**src/rtl/bitwise_logic_unit.sv**
```systemverilog
// Registered bitwise logic lane: eight ops on A/B or accumulator, results queued in an output FIFO.
// Optional LOGIC_UNIT_FLAGS_EN adds per-entry zero/parity flags (out_zero, out_parity).
module bitwise_logic_unit #(
  parameter int unsigned WIDTH = 16,
  parameter int unsigned DEPTH = 2
) (
  input  logic             clk,
  input  logic             rst,
  input  logic             in_valid,
  output logic             in_ready,
  input  logic [2:0]       op,
  input  logic [WIDTH-1:0] a,
  input  logic [WIDTH-1:0] b,
  input  logic             acc_sel,
  input  logic             acc_clr,
  output logic             out_valid,
  input  logic             out_ready,
  output logic [WIDTH-1:0] result
`ifdef LOGIC_UNIT_FLAGS_EN
  ,
  output logic             out_zero,
  output logic             out_parity
`endif
);

  localparam int unsigned PtrW = $clog2(DEPTH);
  localparam int unsigned CntW = PtrW + 1;
`ifdef LOGIC_UNIT_FLAGS_EN
  localparam int unsigned EntW = WIDTH + 2;
`else
  localparam int unsigned EntW = WIDTH;
`endif

  typedef enum logic [2:0] {
    OpNot  = 3'b000,
    OpAnd  = 3'b001,
    OpOr   = 3'b010,
    OpXor  = 3'b011,
    OpNand = 3'b100,
    OpNor  = 3'b101,
    OpXnor = 3'b110,
    OpPass = 3'b111
  } op_e;

  logic [EntW-1:0]  mem_q [DEPTH];
  logic [PtrW-1:0]  wr_ptr_q, rd_ptr_q;
  logic [CntW-1:0]  count_q, count_d;
  logic [WIDTH-1:0] acc_q;
  logic [WIDTH-1:0] opa, res;
  logic [EntW-1:0]  entry, head;
  logic             push, pop;

  always_comb begin
    in_ready  = (count_q != CntW'(DEPTH));
    out_valid = (count_q != '0);
    push      = in_valid & in_ready;
    pop       = out_valid & out_ready;
  end

  always_comb begin
    opa = acc_sel ? acc_q : a;
    res = '0;
    case (op_e'(op))
      OpNot:   res = ~opa;
      OpAnd:   res = opa & b;
      OpOr:    res = opa | b;
      OpXor:   res = opa ^ b;
      OpNand:  res = ~(opa & b);
      OpNor:   res = ~(opa | b);
      OpXnor:  res = ~(opa ^ b);
      OpPass:  res = opa;
      default: res = opa;
    endcase
  end

`ifdef LOGIC_UNIT_FLAGS_EN
  always_comb entry = {^res, (res == '0), res};
`else
  always_comb entry = res;
`endif

  always_comb begin
    count_d = count_q;
    case ({push, pop})
      2'b10:   count_d = count_q + CntW'(1);
      2'b01:   count_d = count_q - CntW'(1);
      default: count_d = count_q;
    endcase
  end

  // DEPTH is a power of two, so pointer overflow is the modulo wrap.
  always_ff @(posedge clk or posedge rst) begin
    if (rst) begin
      wr_ptr_q <= '0;
      rd_ptr_q <= '0;
      count_q  <= '0;
      acc_q    <= '0;
      for (int i = 0; i < int'(DEPTH); i++) mem_q[i] <= '0;
    end else begin
      count_q <= count_d;
      if (push) begin
        mem_q[wr_ptr_q] <= entry;
        wr_ptr_q        <= wr_ptr_q + PtrW'(1);
      end
      if (pop) rd_ptr_q <= rd_ptr_q + PtrW'(1);
      // Clear wins over the push update; the push still used the old value.
      if (acc_clr)   acc_q <= '0;
      else if (push) acc_q <= res;
    end
  end

  always_comb begin
    head   = out_valid ? mem_q[rd_ptr_q] : '0;
    result = head[WIDTH-1:0];
`ifdef LOGIC_UNIT_FLAGS_EN
    out_zero   = head[WIDTH];
    out_parity = head[WIDTH+1];
`endif
  end

endmodule

```
**config.mk**
```make
export PLATFORM = sky130hd
export DESIGN_NAME = bitwise_logic_unit
export DESIGN_NICKNAME = d
export VERILOG_FILES = /design/src/rtl/bitwise_logic_unit.sv
export SDC_FILE = /design/constraint.sdc
export NUM_CORES = 1
export LEC_CHECK = 0
export ABC_AREA = 1
export CAP_MARGIN = 0
export CORE_AREA = 2 2 125 127
export DETAILED_ROUTE_END_ITERATION = 10
export DIE_AREA = 0 0 127 129
export DONT_BUFFER_PORTS = 1
export PLACE_DENSITY = 0.5
export SETUP_SLACK_MARGIN = 0.15
export SKIP_LAST_GASP = 1
export SYNTH_ARGS = -nofsm -noshare
export SYNTH_HDL_FRONTEND = slang
export SYNTH_SLANG_ARGS = --single-unit
export TNS_END_PERCENT = 1
```
**constraint.sdc**
```tcl
create_clock -name clk -period 3.45 [get_ports clk]
set_input_delay 0.5175 -clock clk [delete_from_list [all_inputs] [get_ports clk]]
set_output_delay 0.5175 -clock clk [all_outputs]
set_load 0.05 [all_outputs]
```
==> results of run 1 <==
-- worst max path at each step --
stage                         start  cells after the start  slack [ps]    endpoint
2_1_floorplan  rd_ptr_q$_DFFE_PP0P_                      5        1150  result[10]
3_3_place_gp   rd_ptr_q$_DFFE_PP0P_                      4        1160   result[8]
3_5_place_dp   rd_ptr_q$_DFFE_PP0P_                      4        1140  result[13]
4_1_cts        rd_ptr_q$_DFFE_PP0P_                      4         810  result[13]
5_1_grt        rd_ptr_q$_DFFE_PP0P_                      4         700  result[13]
6_report       rd_ptr_q$_DFFE_PP0P_                      4         870  result[13]
-- worst max-delay path: stages (launching register included) --
cell and delay, ps:
dfrtp_1 790, inv_1 490, nand2_1 150, a21oi_1 90, buf_4 230
-- per-layer routing --
metal | vias to the layer above | global-route usage, % | wire [um]
met5 | - | 0 | 0
met4 | 0 | 5.365 | 351
met3 | 20 | 3.451 | 703
met1 | 2100 | 19.83 | 5649
li1 | 2189 | - | -
met2 | 102 | 29.92 | 6622
-- registers in the layout, summed over array words and instances (netlist names) --
name	cells
wr_ptr_q	1
mem_q	32
count_q	2
acc_q	16
rd_ptr_q	1
-- Yosys cell counts, types with 3 or more instances --
master and count:
a21oi_1 18, buf_2 18, buf_4 9, clkbuf_1 10, dfrtp_1 52, ha_1 33
inv_1 69, inv_2 8, nand2_1 292, nand3_1 94, nand3b_1 14, nand4_1 32
nor2_1 37, nor2_4 4, o21ai_0 3
-- logic make-up (layout without fill, tap and decap cells) --
family / after synthesis / count (layout) / share of synthesized area (%)
simple gates: 476 / 476 / 47.10
buf+inv: 114 / 106 / 10.99
flops: 52 / 52 / 29.55
fa+ha+maj: 33 / 33 / 9.375
compound gates: 21 / 21 / 2.386
xor+xnor: 3 / 3 / 0.5967
-- per-stage QoR --
stage / util (%) / hold slack (ps) / cell area (um^2) / power [mW] / setup slack [ps]
floorplan: - / 449.0 / 4404 / 2.191 / 1150
global placement: 30.73 / 463.4 / 4602 / 2.600 / 1157
detailed placement: 30.73 / 465.7 / 4602 / 2.618 / 1137
CTS: 31.82 / 350.4 / 4766 / 3.194 / 813.4
global route: 31.82 / 380.9 / 4766 / 3.395 / 699.0
finish: 31.82 / 307.7 / 4766 / 3.145 / 872.5
-- power by group through the flow --
stage	sequential [mW]	combinational (mW)	clock, mW
6_report	0.992	1.59	0.566
2_1_floorplan	0.934	1.26	0
4_1_cts	0.994	1.62	0.581
3_5_place_dp	1.00	1.62	0
5_1_grt	1.03	1.77	0.603
3_3_place_gp	0.997	1.60	0
-- layout make-up --
class	count	area, um^2	area share [%]
Timing Repair Buffer	21	157.7	3.308
Multi-Input combinational cell	533	2619	54.95
Tap cell	188	235.2	4.936
Clock inverter	2	35.03	0.7351
Inverter	77	289.0	6.065
Clock buffer	6	128.9	2.704
Sequential cell	52	1301	27.30
==> impl.org, run 1 <==
** Status
- Outcome :: finished clean

** Placed design
- At the end of routability-driven placement, the weighted congestion stood at 0.8527.
- Count of port buffers added during placement :: 0
- Including well taps, the total number of placed cells is 871.
- Dpl hpwl :: 9721 um

** Drt
- Across all layers, the routed design uses 4411 vias.
- Dividing the detail-routed wire length by the instance count gives 15.16 um.
- After detailed routing, the total wire length is 13330 um.
- Number of design rule violations left after detail routing :: 0
- Initial DRC Count :: 206
- The first detailed-routing pass ran for 4 iterations.
- Dividing the detail-routed via count by the number of cells gives 5.018.
- Detail Route Antenna Nets :: 0

** Pwr
- Internal Dissipation :: 1.635 mW
- Across the VDD grid, the largest voltage drop is 0.3674 mV.
- Summed over all nets, the switching power comes to 1.510 mW.
- In this run the static leakage power is 2.726 nW.
- Registers are responsible for 31.5% of the overall power.
- Share of power burned in combinational logic :: 50.5%
- In this run the power density over the cells is 660.0 nW/um^2.
- Of the total power, the clock network draws 18.0%.
- Switching power as a share of total power :: 48.01%

** Setup path
- The worst setup path is of the reg -> out kind.
- End of the worst register-to-register path :: count_q[1]$_DFFE_PP0P_
- The worst register-to-register path has a depth of 7.
- In this run the register-to-register setup slack is 1280 ps.
- The startpoint identified for the worst register-to-register timing path is count_q[0]$_DFFE_PP0P_.
- Required time of the critical path :: 2930 ps
- Data arrival time at the worst-slack endpoint :: 2060 ps
- Along the worst path, the maximum fanout reaches 18.
- Crit path launch type :: flop
- The worst setup path is captured at an output port.

** Synthesis
- Number of enable-type register cells in the synthesized netlist :: 0
- Sequential elements use 29.55% of the synthesized area.
- dfrtp_1 takes more of the synthesized area than any other cell.
- The mapped netlist covers 4404 um^2.
- Counting every instance in the synthesized netlist gives 699.
- Share of Yosys cell area claimed by the top area cell type :: 29.55%
- Flip-flop cell with the highest count after synthesis :: dfrtp_1
- Net count after synthesis :: 773
- Total of flip-flops plus latches after synthesis :: 52
- Average instance area after synthesis :: 6.301 um^2
- FFs w/ async S/R, synth :: 100.0%
- The Yosys step of the flow raised 0 warnings.
- Top post-synthesis cells by area :: dfrtp_1 30%, nand2_1 25%, nand3_1 11%
- The number of different library cells used by synthesis comes to 19.

** STA
- The number of pins with negative max-slew slack in the final report is 0.
- Tcrit/Tclk final :: 74.71%
- Post-route clock skew :: 2.281 ps
- Max Clock Freq :: 388.0 MHz
- The final count of hold timing violations came to 0.
- Final setup TNS :: 0 ps
- The worst path needs 2577 ps of the cycle, external delays included.
- Transition at the pin with the smallest max-transition slack :: 929.6 ps
- Setup violations remaining at the end of the flow were counted as 0.
- Headroom to the max-slew limit came out at 37.94%.
- Setup repair after global routing left no endpoint under its margin.

** Clock tree
- Maximum buffer depth of the clock tree :: 2
- TritonCTS built the clock tree.
- For the worst-skew pair, the clock arrives at the later sink with an insertion delay of 290 ps.
- Post-CTS repair changed the size of 0 cells.
- In this run, CTS created clock tree buffers numbering 5.
- Root buffer cell :: clkbuf_16
- Total setup buffers inserted after CTS :: 0
- Clock sinks :: 52
- In this run the number of H-tree levels came out at 2.
- Clk slew on worst S/H paths :: 70 ps
- Hold repair after CTS inserted 0 buffers.

** Die
- Width of the die :: 127 um
- Die area :: 16380 um^2
- Floorplan row count :: 45
- Pin placement for this block handled 59 I/O pins.
- Core area :: 14980 um^2
- Effective utilization at floorplan :: 29.41%
- The die is 129 um tall.

** Flow run
- The tool flagged a number of max-cap violations equal to 0.

** Final layout
- Number of filler instances in the final layout :: 1662
- Share of cells above drive strength 1 :: 6.368%
- Final net count :: 764
- 0 antenna diodes ended up in the layout.
- Number of non-filler instances in the completed layout :: 879
- Commonest cells after routing, fill and taps aside :: 292 x nand2_1, 94 x nand3_1, 68 x inv_1
- Compared with the post-synthesis result, the final layout area differs by 8.210%.
- The library cell used most frequently in the layout, excluding fill and tap cells, is nand2_1.

** Global routing
- Across every metal layer, demand over resource in global routing totals 16.61%.
- Antenna violations before repair :: 0
- GR Overflow Total :: 0
- Entering global routing, the biggest net connects 51 pins.
- The first global-routing pass estimated 21870 um of wire.
- Via count of the first global-routing pass :: 4428

** Min path
- The tightest min-delay check is of the in -> async type.
No activity file was read; power rests on OpenSTA's default activity.
==> run 2: changes to the inputs <==
==> constraint.sdc (replaced) <==
create_clock -name clk -period 2.6 [get_ports clk]
set_input_delay 0.39 -clock clk [delete_from_list [all_inputs] [get_ports clk]]
set_output_delay 0.39 -clock clk [all_outputs]
set_load 0.05 [all_outputs]
==> run 2 against run 1 <==
  * Sequential cell count is the same
  * Critical path depth unchanged
  * Routed wire length increased by 1.6%
  * Die area is the same
  * Critical path type unchanged
  * Critical endpoint is now result[10]
==> impl.org, run 2 (same netlist as run 1, synthesis figures left out) <==
** Placed design
- Worst slack, placed :: 594.1 ps (-542.7 ps)
- The number of cells after detailed placement was 876 (+0.57%).
- Dpl hpwl :: 9771 um (+0.52%)
- The count of port buffers added during placement was 0 (unchanged).
- Final weighted congestion in routability-driven placement :: 0.8292 (-2.8%)

** STA
- Final Hold Viols :: 0 (unchanged)
- The tightest hold margin was 345.1 ps (+37.43 ps).
- Of the available clock period, the critical path in the final layout requires 79.59%.
- Post-route clock skew :: 9.142 ps (+6.861 ps)
- Setup repair after global routing left no endpoint under its margin.
- Max-slew headroom at the worst pin :: 48.25% (+10 points)
- The smallest setup slack after layout was 530.7 ps (-341.9 ps).
- The transition time at the pin with the least slew margin is 775.5 ps (-154.1 ps).
- The total negative slack for setup checks is 0 ps (unchanged).
- Max Clock Freq :: 483.2 MHz
- Final setup viols :: 0 (unchanged)
- Final-report max-slew violation count :: 0 (unchanged)
- Minimum period implied by the final worst setup slack :: 2069 ps

** Die
- Y dimension of the die :: 129 um (unchanged)
- The row count was 45 (unchanged).
- Effective utilization at floorplan :: 29.41% (unchanged)
- Core area :: 14980 um^2 (unchanged)
- Width of the die :: 127 um (unchanged)
- The area of the die came to 16380 um^2 (unchanged).
- Top-level port count :: 59 (unchanged)

** Final layout
- Most common cell after layout, fill and taps aside :: nand2_1
- The number of diodes came to 0 (unchanged).
- Largest register FFs :: 32 (unchanged)
- The largest registers in the layout are mem_q: 32 flops, acc_q: 16 flops, count_q: 2 flops.
- The number of cells in the finished layout apart from fillers was 885 (+0.68%).
- Counting flops per register, the top entry is mem_q.
- Final net count :: 770 (+0.79%)
- Share of cells above drive strength 1 :: 7.030% (+0.66 points)
- Commonest cells after routing, fill and taps aside :: 292 x nand2_1, 94 x nand3_1, 68 x inv_1
- Growth of design area from synthesis to finish :: 8.977%

** Clock tree
- The post-CTS setup repair buffer count was 0 (unchanged).
- CTS tree :: done
- The hold-fix buffer count after cts came to 1 (+1).
- The CTS buffer count came to 5 (unchanged).
- The maximum clock insertion buffer count came to 2 (unchanged).
- The insertion delay to the later sink of the worst-skew pair is 300 ps (about the same).
- The clock input transition at the sequential cells of the worst setup and hold paths was 70 ps (about the same).
- Clock tree synthesis selected as its root buffer the cell clkbuf_16.
- The clock net sink count came to 52 (unchanged).
- The number of levels in the clock H-tree is 2 (unchanged).
- The quantity of gates resized following cts came to 0 (unchanged).

** Pwr
- The power per standard cell area is 868.3 nW/um^2 (+32%).
- Leakage power total :: 2.742 nW (+0.60%)
- Worst ir drop on vdd :: 0.5664 mV (+54%)

** Setup path
- STA classifies the critical path startpoint as a flop.
- The number of cells traversed by the worst register-to-register path came to 8 (+1).
- The worst register-to-register path begins at count_q[0]$_DFFE_PP0P_.
- The worst-path maximum fanout was 16 (-2).
- The critical path required time came to 2210 ps (-720 ps).
- Following the worst setup path forward leads to its endpoint at result[10].
- Start point of the critical path :: rd_ptr_q$_DFFE_PP0P_
- The critical path in this run is classified as reg -> out.
- The worst path arrival time is 1680 ps (-380 ps).
- Critical Path End Type :: output port
- The register-to-register setup slack was 720 ps (-560 ps).
- The endpoint identified for the worst register-to-register timing path is mem_q[9]$_DFFE_PP0P_.

** Drt
- Vias :: 4430 (+0.43%)
- Detail Route Antenna Nets :: 0 (unchanged)
- The detailed-route vias per instance was 5.006 (-0.25%).
- Routed length per instance :: 15.31 um (+0.95%)
- The post-detailed-route DRC marker count came to 0 (unchanged).
- Initial DRC Count :: 315 (+53%)
- Pre-antenna DRT Iters :: 5 (+1)
- The wire length reported by the detailed router came to 13550 um (+1.6%).

** Status
- Outcome :: finished clean

** Global routing
- Via count of the first global-routing pass :: 4424 (-0.090%)
- The first-pass GRT wire length was 22090 um (+1.0%).
- GRT Overall Usage :: 16.91% (+0.30 points)
- Antenna violations before repair :: 0 (unchanged)
- GR Overflow Total :: 0 (unchanged)
- The pin count of the biggest net entering global routing was 51 (unchanged).

** Min path
- In this run the worst hold path is classified as in -> reg.

** Flow run
- The number of violations of the max-capacitance limit was 0 (unchanged).
run 2: cell types whose count changed in the layout (fill, tap and decap cells not counted), sizes merged:
cell / previous run / this run
buf: 21 / 26
bufinv: 1 / 0
clkbuf: 6 / 7
clkinv: 1 / 0
clkinvlp: 0 / 1
dlygate4sd3: 0 / 1
run 2: critical path, cell delays in order, from the launching register on:
cell     delay [ps]
dfrtp_1         380
inv_1           410
nand2_1         100
a21oi_1         240
buf_4           250
run 2: per-stage QoR:
stage | area [um^2] | util [%] | power [mW]
floorplan | 4404 | - | 2.907
detailed placement | 4639 | 30.98 | 3.516
global placement | 4639 | 30.98 | 3.489
CTS | 4800 | 32.05 | 4.220
finish | 4800 | 32.05 | 4.167
global route | 4800 | 32.05 | 4.494
run 2: how the worst min path moves through the flow:
| stage | startpoint | to | slack, ps | depth (start not counted) |
|---|---|---|---|---|
| 2_1_floorplan | acc_q[3]$_DFFE_PP0P_ | acc_q[3]$_DFFE_PP0P_ | 450 | 2 |
| 3_3_place_gp | rst | mem_q[17]$_DFFE_PP0P_ | 270 | 1 |
| 3_5_place_dp | rst | mem_q[17]$_DFFE_PP0P_ | 280 | 1 |
| 4_1_cts | out_ready | rd_ptr_q$_DFFE_PP0P_ | 350 | 3 |
| 5_1_grt | out_ready | rd_ptr_q$_DFFE_PP0P_ | 370 | 3 |
| 6_report | out_ready | rd_ptr_q$_DFFE_PP0P_ | 350 | 3 |
run 2: power breakdown:
group          internal (mW)  switching [mW]
Combinational          0.648            1.56
Clock                  0.384           0.302
Sequential              1.10           0.166
Total                   2.13            2.03
run 2: final cells by class:
| cell class | instances | area (um^2) |
|---|---|---|
| fillers | 1652 | 10180 |
| inverters | 77 | 289.0 |
| clock buffers | 7 | 142.6 |
| clock inverters | 1 | 7.507 |
| multi-input cells | 533 | 2619 |
| repair buffers | 27 | 205.2 |
| well taps | 188 | 235.2 |
| flip-flops and latches | 52 | 1301 |
run 2: metal layers:
metal | vias to the layer above | GRT usage (%) | share of wire, %
met4 | 0 | 7.046 | 3.4
met5 | - | 0 | 0
met3 | 28 | 3.119 | 4.9
met2 | 117 | 28.68 | 48
met1 | 2079 | 21.25 | 44
li1 | 2206 | - | -
==> run 3: changes to the inputs <==
--- a/config.mk
+++ b/config.mk
@@ -5,13 +5,13 @@
 export SDC_FILE = /design/constraint.sdc
 export NUM_CORES = 1
 export LEC_CHECK = 0
-export ABC_AREA = 1
+export ABC_AREA = 0
 export CAP_MARGIN = 0
-export CORE_AREA = 2 2 125 127
+export CORE_AREA = 2 2 124 126
 export DETAILED_ROUTE_END_ITERATION = 10
-export DIE_AREA = 0 0 127 129
+export DIE_AREA = 0 0 126 128
 export DONT_BUFFER_PORTS = 1
-export PLACE_DENSITY = 0.5
+export PLACE_DENSITY = 0.52
 export SETUP_SLACK_MARGIN = 0.15
 export SKIP_LAST_GASP = 1
 export SYNTH_ARGS = -nofsm -noshare
==> constraint.sdc (replaced) <==
create_clock -name clk -period 1.7 [get_ports clk]
set_input_delay 0.255 -clock clk [delete_from_list [all_inputs] [get_ports clk]]
set_output_delay 0.255 -clock clk [all_outputs]
set_load 0.05 [all_outputs]
==> run 3 against run 2 <==
  * The flow now finishes with violations (setup timing)
  * Hold slack worse by 330 ps
  * Utilization is 4.3 points higher
  * Via count down 10%
  * Largest cell class unchanged
  * Largest power group unchanged
==> impl.org, run 3 <==
** Status
- Outcome :: complete, but fails checks
- The checks that failed: setup timing.

** STA
- Max-slew headroom at the worst pin :: 61.16% (+13 points)
- Transition at the pin with the smallest max-transition slack :: 582.0 ps (-193.4 ps)
- Final-report max-slew violation count :: 0 (unchanged)
- Final setup viols :: 25 (+25)
- The worst path in the final design needs a cycle of 1823 ps, including I/O delays and setup.
- The final count of hold timing violations was 0 (unchanged).
- Unrepaired setup endpoints after global routing :: true
- Final setup TNS :: -824.1 ps (-824.1 ps)
- Final setup margin :: -123.4 ps (-654.0 ps)
- The worst clock skew is 8.149 ps (-0.9930 ps).
- The tightest hold margin was 18.24 ps (-326.9 ps).
- Tcrit/Tclk final :: 107.3%
- Max Clock Freq :: 548.4 MHz

** Synthesis
- Post-synthesis instance total :: 516 (-26%)
- The post-synthesis sequential area ratio came to 29.76% (+0.21 points).
- Share of Yosys cell area claimed by the top area cell type :: 29.76% (+0.21 points)
- Average instance area after synthesis :: 8.475 um^2 (+35%)
- Yosys top cell by area :: dfrtp_1
- Top post-synthesis cells by area :: dfrtp_1 30%, ha_1 9.4%, mux2i_1 7.3%
- The flip-flop and latch count after synthesis came to 52 (unchanged).
- Area of the mapped netlist :: 4373 um^2 (-0.71%)
- The number of enable-type register cells in the synthesized netlist was 0 (unchanged).
- The net count of the mapped netlist is 590 (-24%).
- The number of library cell types mapped by synthesis was 49 (+30).
- FFs w/ async S/R, synth :: 100.0% (unchanged)
- By count the netlist is led by 52 x dfrtp_1, 51 x nand2_1, 38 x inv_1, 38 x nor2_1, 33 x ha_1.
- Flip-flop cell with the highest count after synthesis :: dfrtp_1
- The number of warnings issued by yosys came to 0 (unchanged).
- Most used standard cell by instance count after synthesis :: dfrtp_1

** Drt
- Number of design rule violations left after detail routing :: 0 (unchanged)
- The detailed-route vias per instance came to 5.414 (+8.2%).
- The number of vias in the routed layout is 3974 (-10%).
- The first-pass iteration count of the detailed router came to 4 (-1).
- Routed length per instance :: 18.45 um (+21%)
- The final antenna-violating net count was 0 (unchanged).
- The initial detailed-routing violation count came to 269 (-15%).
- The wire length reported by the detailed router is 13540 um (about the same).

** Die
- The area of the placeable core came to 14860 um^2 (-0.75%).
- The effective utilization at floorplan was 29.42% (about the same).
- Width of the die :: 126 um (-0.79%)
- Die area :: 16130 um^2 (-1.6%)
- Floorplan row count :: 45 (unchanged)
- Y dimension of the die :: 128 um (-0.78%)
- Top-level port count :: 59 (unchanged)

** Final layout
- Core utilization of the finished layout :: 36.36% (+4.3 points)
- Growth of design area from synthesis to finish :: 23.58%
- In the layout the commonest cells are 52 x dfrtp_1, 51 x nand2_1, 51 x buf_4.
- Ranked by flip-flop count, first place goes to mem_q.
- Most common cell after layout, fill and taps aside :: dfrtp_1
- The final design area excluding fillers came to 5404 um^2 (+13%).
- The number of cells in the finished layout apart from fillers came to 734 (-17%).
- The layout net count came to 619 (-20%).
- Number of filler instances in the final layout :: 1532 (-7.3%)
- Largest registers in the final layout :: mem_q: 32 flops, acc_q: 16 flops, count_q: 2 flops
- Total inserted antenna cells :: 0 (unchanged)
- The share of final-layout standard cells stronger than drive strength 1 came to 23.63% (+17 points).
- Largest register FFs :: 32 (unchanged)

** Placed design
- The HPWL after detailed placement is 9626 um (-1.5%).
- The number of cells after detailed placement is 713 (-19%).
- The instance area at placement was 5059 um^2 (+9.0%).
- Count of port buffers added during placement :: 0 (unchanged)
- The worst slack after detailed placement was -170.0 ps (-764.2 ps).
- The final weighted congestion in routability-driven placement is 0.8272 (-0.24%).

** Setup path
- Data arrival time at the worst-slack endpoint :: 2030 ps (+350 ps)
- The worst setup path is of the reg -> reg kind.
- Crit path launch type :: flop
- Required time of the critical path :: 1910 ps (-300 ps)
- Crit path max fanout :: 3 (-13)
- The worst setup path is captured at a flop.

** Clock tree
- Cts bufs inserted :: 5 (unchanged)
- Clock sinks :: 52 (unchanged)
- The insertion delay to the later sink of the worst-skew pair came to 300 ps (about the same).
- TritonCTS built the clock tree.
- The number of levels in the clock H-tree was 2 (unchanged).
- The root buffer cell chosen for the clock tree is clkbuf_16.
- Clk slew on worst S/H paths :: 80 ps (about the same)
- Maximum buffer depth of the clock tree :: 2 (unchanged)

** Global routing
- The via count of the first global-routing pass was 4017 (-9.2%).
- The global router's overall resource usage is 16.82% (-0.091 points).
- The overflow left after global routing was 0 (unchanged).
- First-pass GRT wire length :: 21470 um (-2.8%)
- The initial antenna violation count came to 0 (unchanged).
- Maximum number of pins on one net before global-route repair :: 82 (+61%)

** Pwr
- Leakage power total :: 2.354 nW (-14%)
- Worst ir drop on vdd :: 0.5181 mV (-8.5%)
- The power per standard cell area is 1493 nW/um^2 (+72%).
- The total power came to 8.069 mW (+94%).

** Flow run
- Max cap viols :: 0 (unchanged)

** Min path
- Type of the tightest min-delay check :: in -> reg
-- run 3: cell families (layout without fill, tap and decap cells) --
group | after synthesis | in the layout | share of synthesized area [%]
buffers and inverters | 81 | 111 | 8.755
XOR/XNOR | 4 | 4 | 0.8013
flip-flops | 52 | 52 | 29.76
AO/OA/AOI/OAI | 144 | 144 | 24.03
adder cells (fa/ha/maj) | 33 | 33 | 9.442
AND/OR/NAND/NOR | 165 | 165 | 18.28
multiplexers | 37 | 37 | 8.927
-- run 3: final timing paths --
check | start | end | slack [ps] | depth (start not counted)
setup / recovery | acc_q[15]$_DFFE_PP0P_ | acc_q[15]$_DFFE_PP0P_ | -120 | 7
hold / removal | acc_clr | acc_q[6]$_DFFE_PP0P_ | 20 | 1
setup reg to reg | acc_q[15]$_DFFE_PP0P_ | acc_q[15]$_DFFE_PP0P_ | -120 | 7
hold reg to reg | mem_q[17]$_DFFE_PP0P_ | mem_q[17]$_DFFE_PP0P_ | 480 | 2
max in group asynchronous | rst | acc_q[9]$_DFFE_PP0P_ | 920 | 3
min in group asynchronous | rst | acc_q[7]$_DFFE_PP0P_ | 470 | 3
-- run 3: area by class of cell --
type                       count  area (um^2)  area share (%)
tap                          188        235.2           4.353
multi-input combinational    383         2949           54.57
sequential                    52         1301           24.08
timing repair buffer          64        623.1           11.53
clock buffer                   5        125.1           2.315
inverter                      39        147.6           2.732
clock inverter                 3        22.52          0.4168
-- run 3: critical path: stages (launching register included) --
cell	delay [ps]
dfrtp_1	390
mux2i_2	240
inv_1	100
ha_2	200
nor2b_4	130
o31ai_2	240
o211ai_1	210
o31ai_1	230
-- run 3: layer usage --
metal	up-vias	share of wire, %	global-route usage, %
li1	1923	-	-
met1	1925	46	22.85
met2	112	45	26.19
met3	14	6.6	4.174
met4	0	1.7	5.753
met5	-	0	0
-- run 3: where the power goes --
part | internal [mW] | switching, mW
logic | 2.08 | 2.88
registers | 1.74 | 0.307
clock network | 0.553 | 0.507
total | 4.38 | 3.69
-- run 3: timing repair --
item / CTS / global route
gates cloned: 0 / 0
endpoints found under the setup margin: 65 / 66
buffers inserted: 6 / 5
endpoints found under the hold margin: 53 / 0
pin swaps: 11 / 6
hold buffers: 2 / 0
resized for setup: 10 / 14
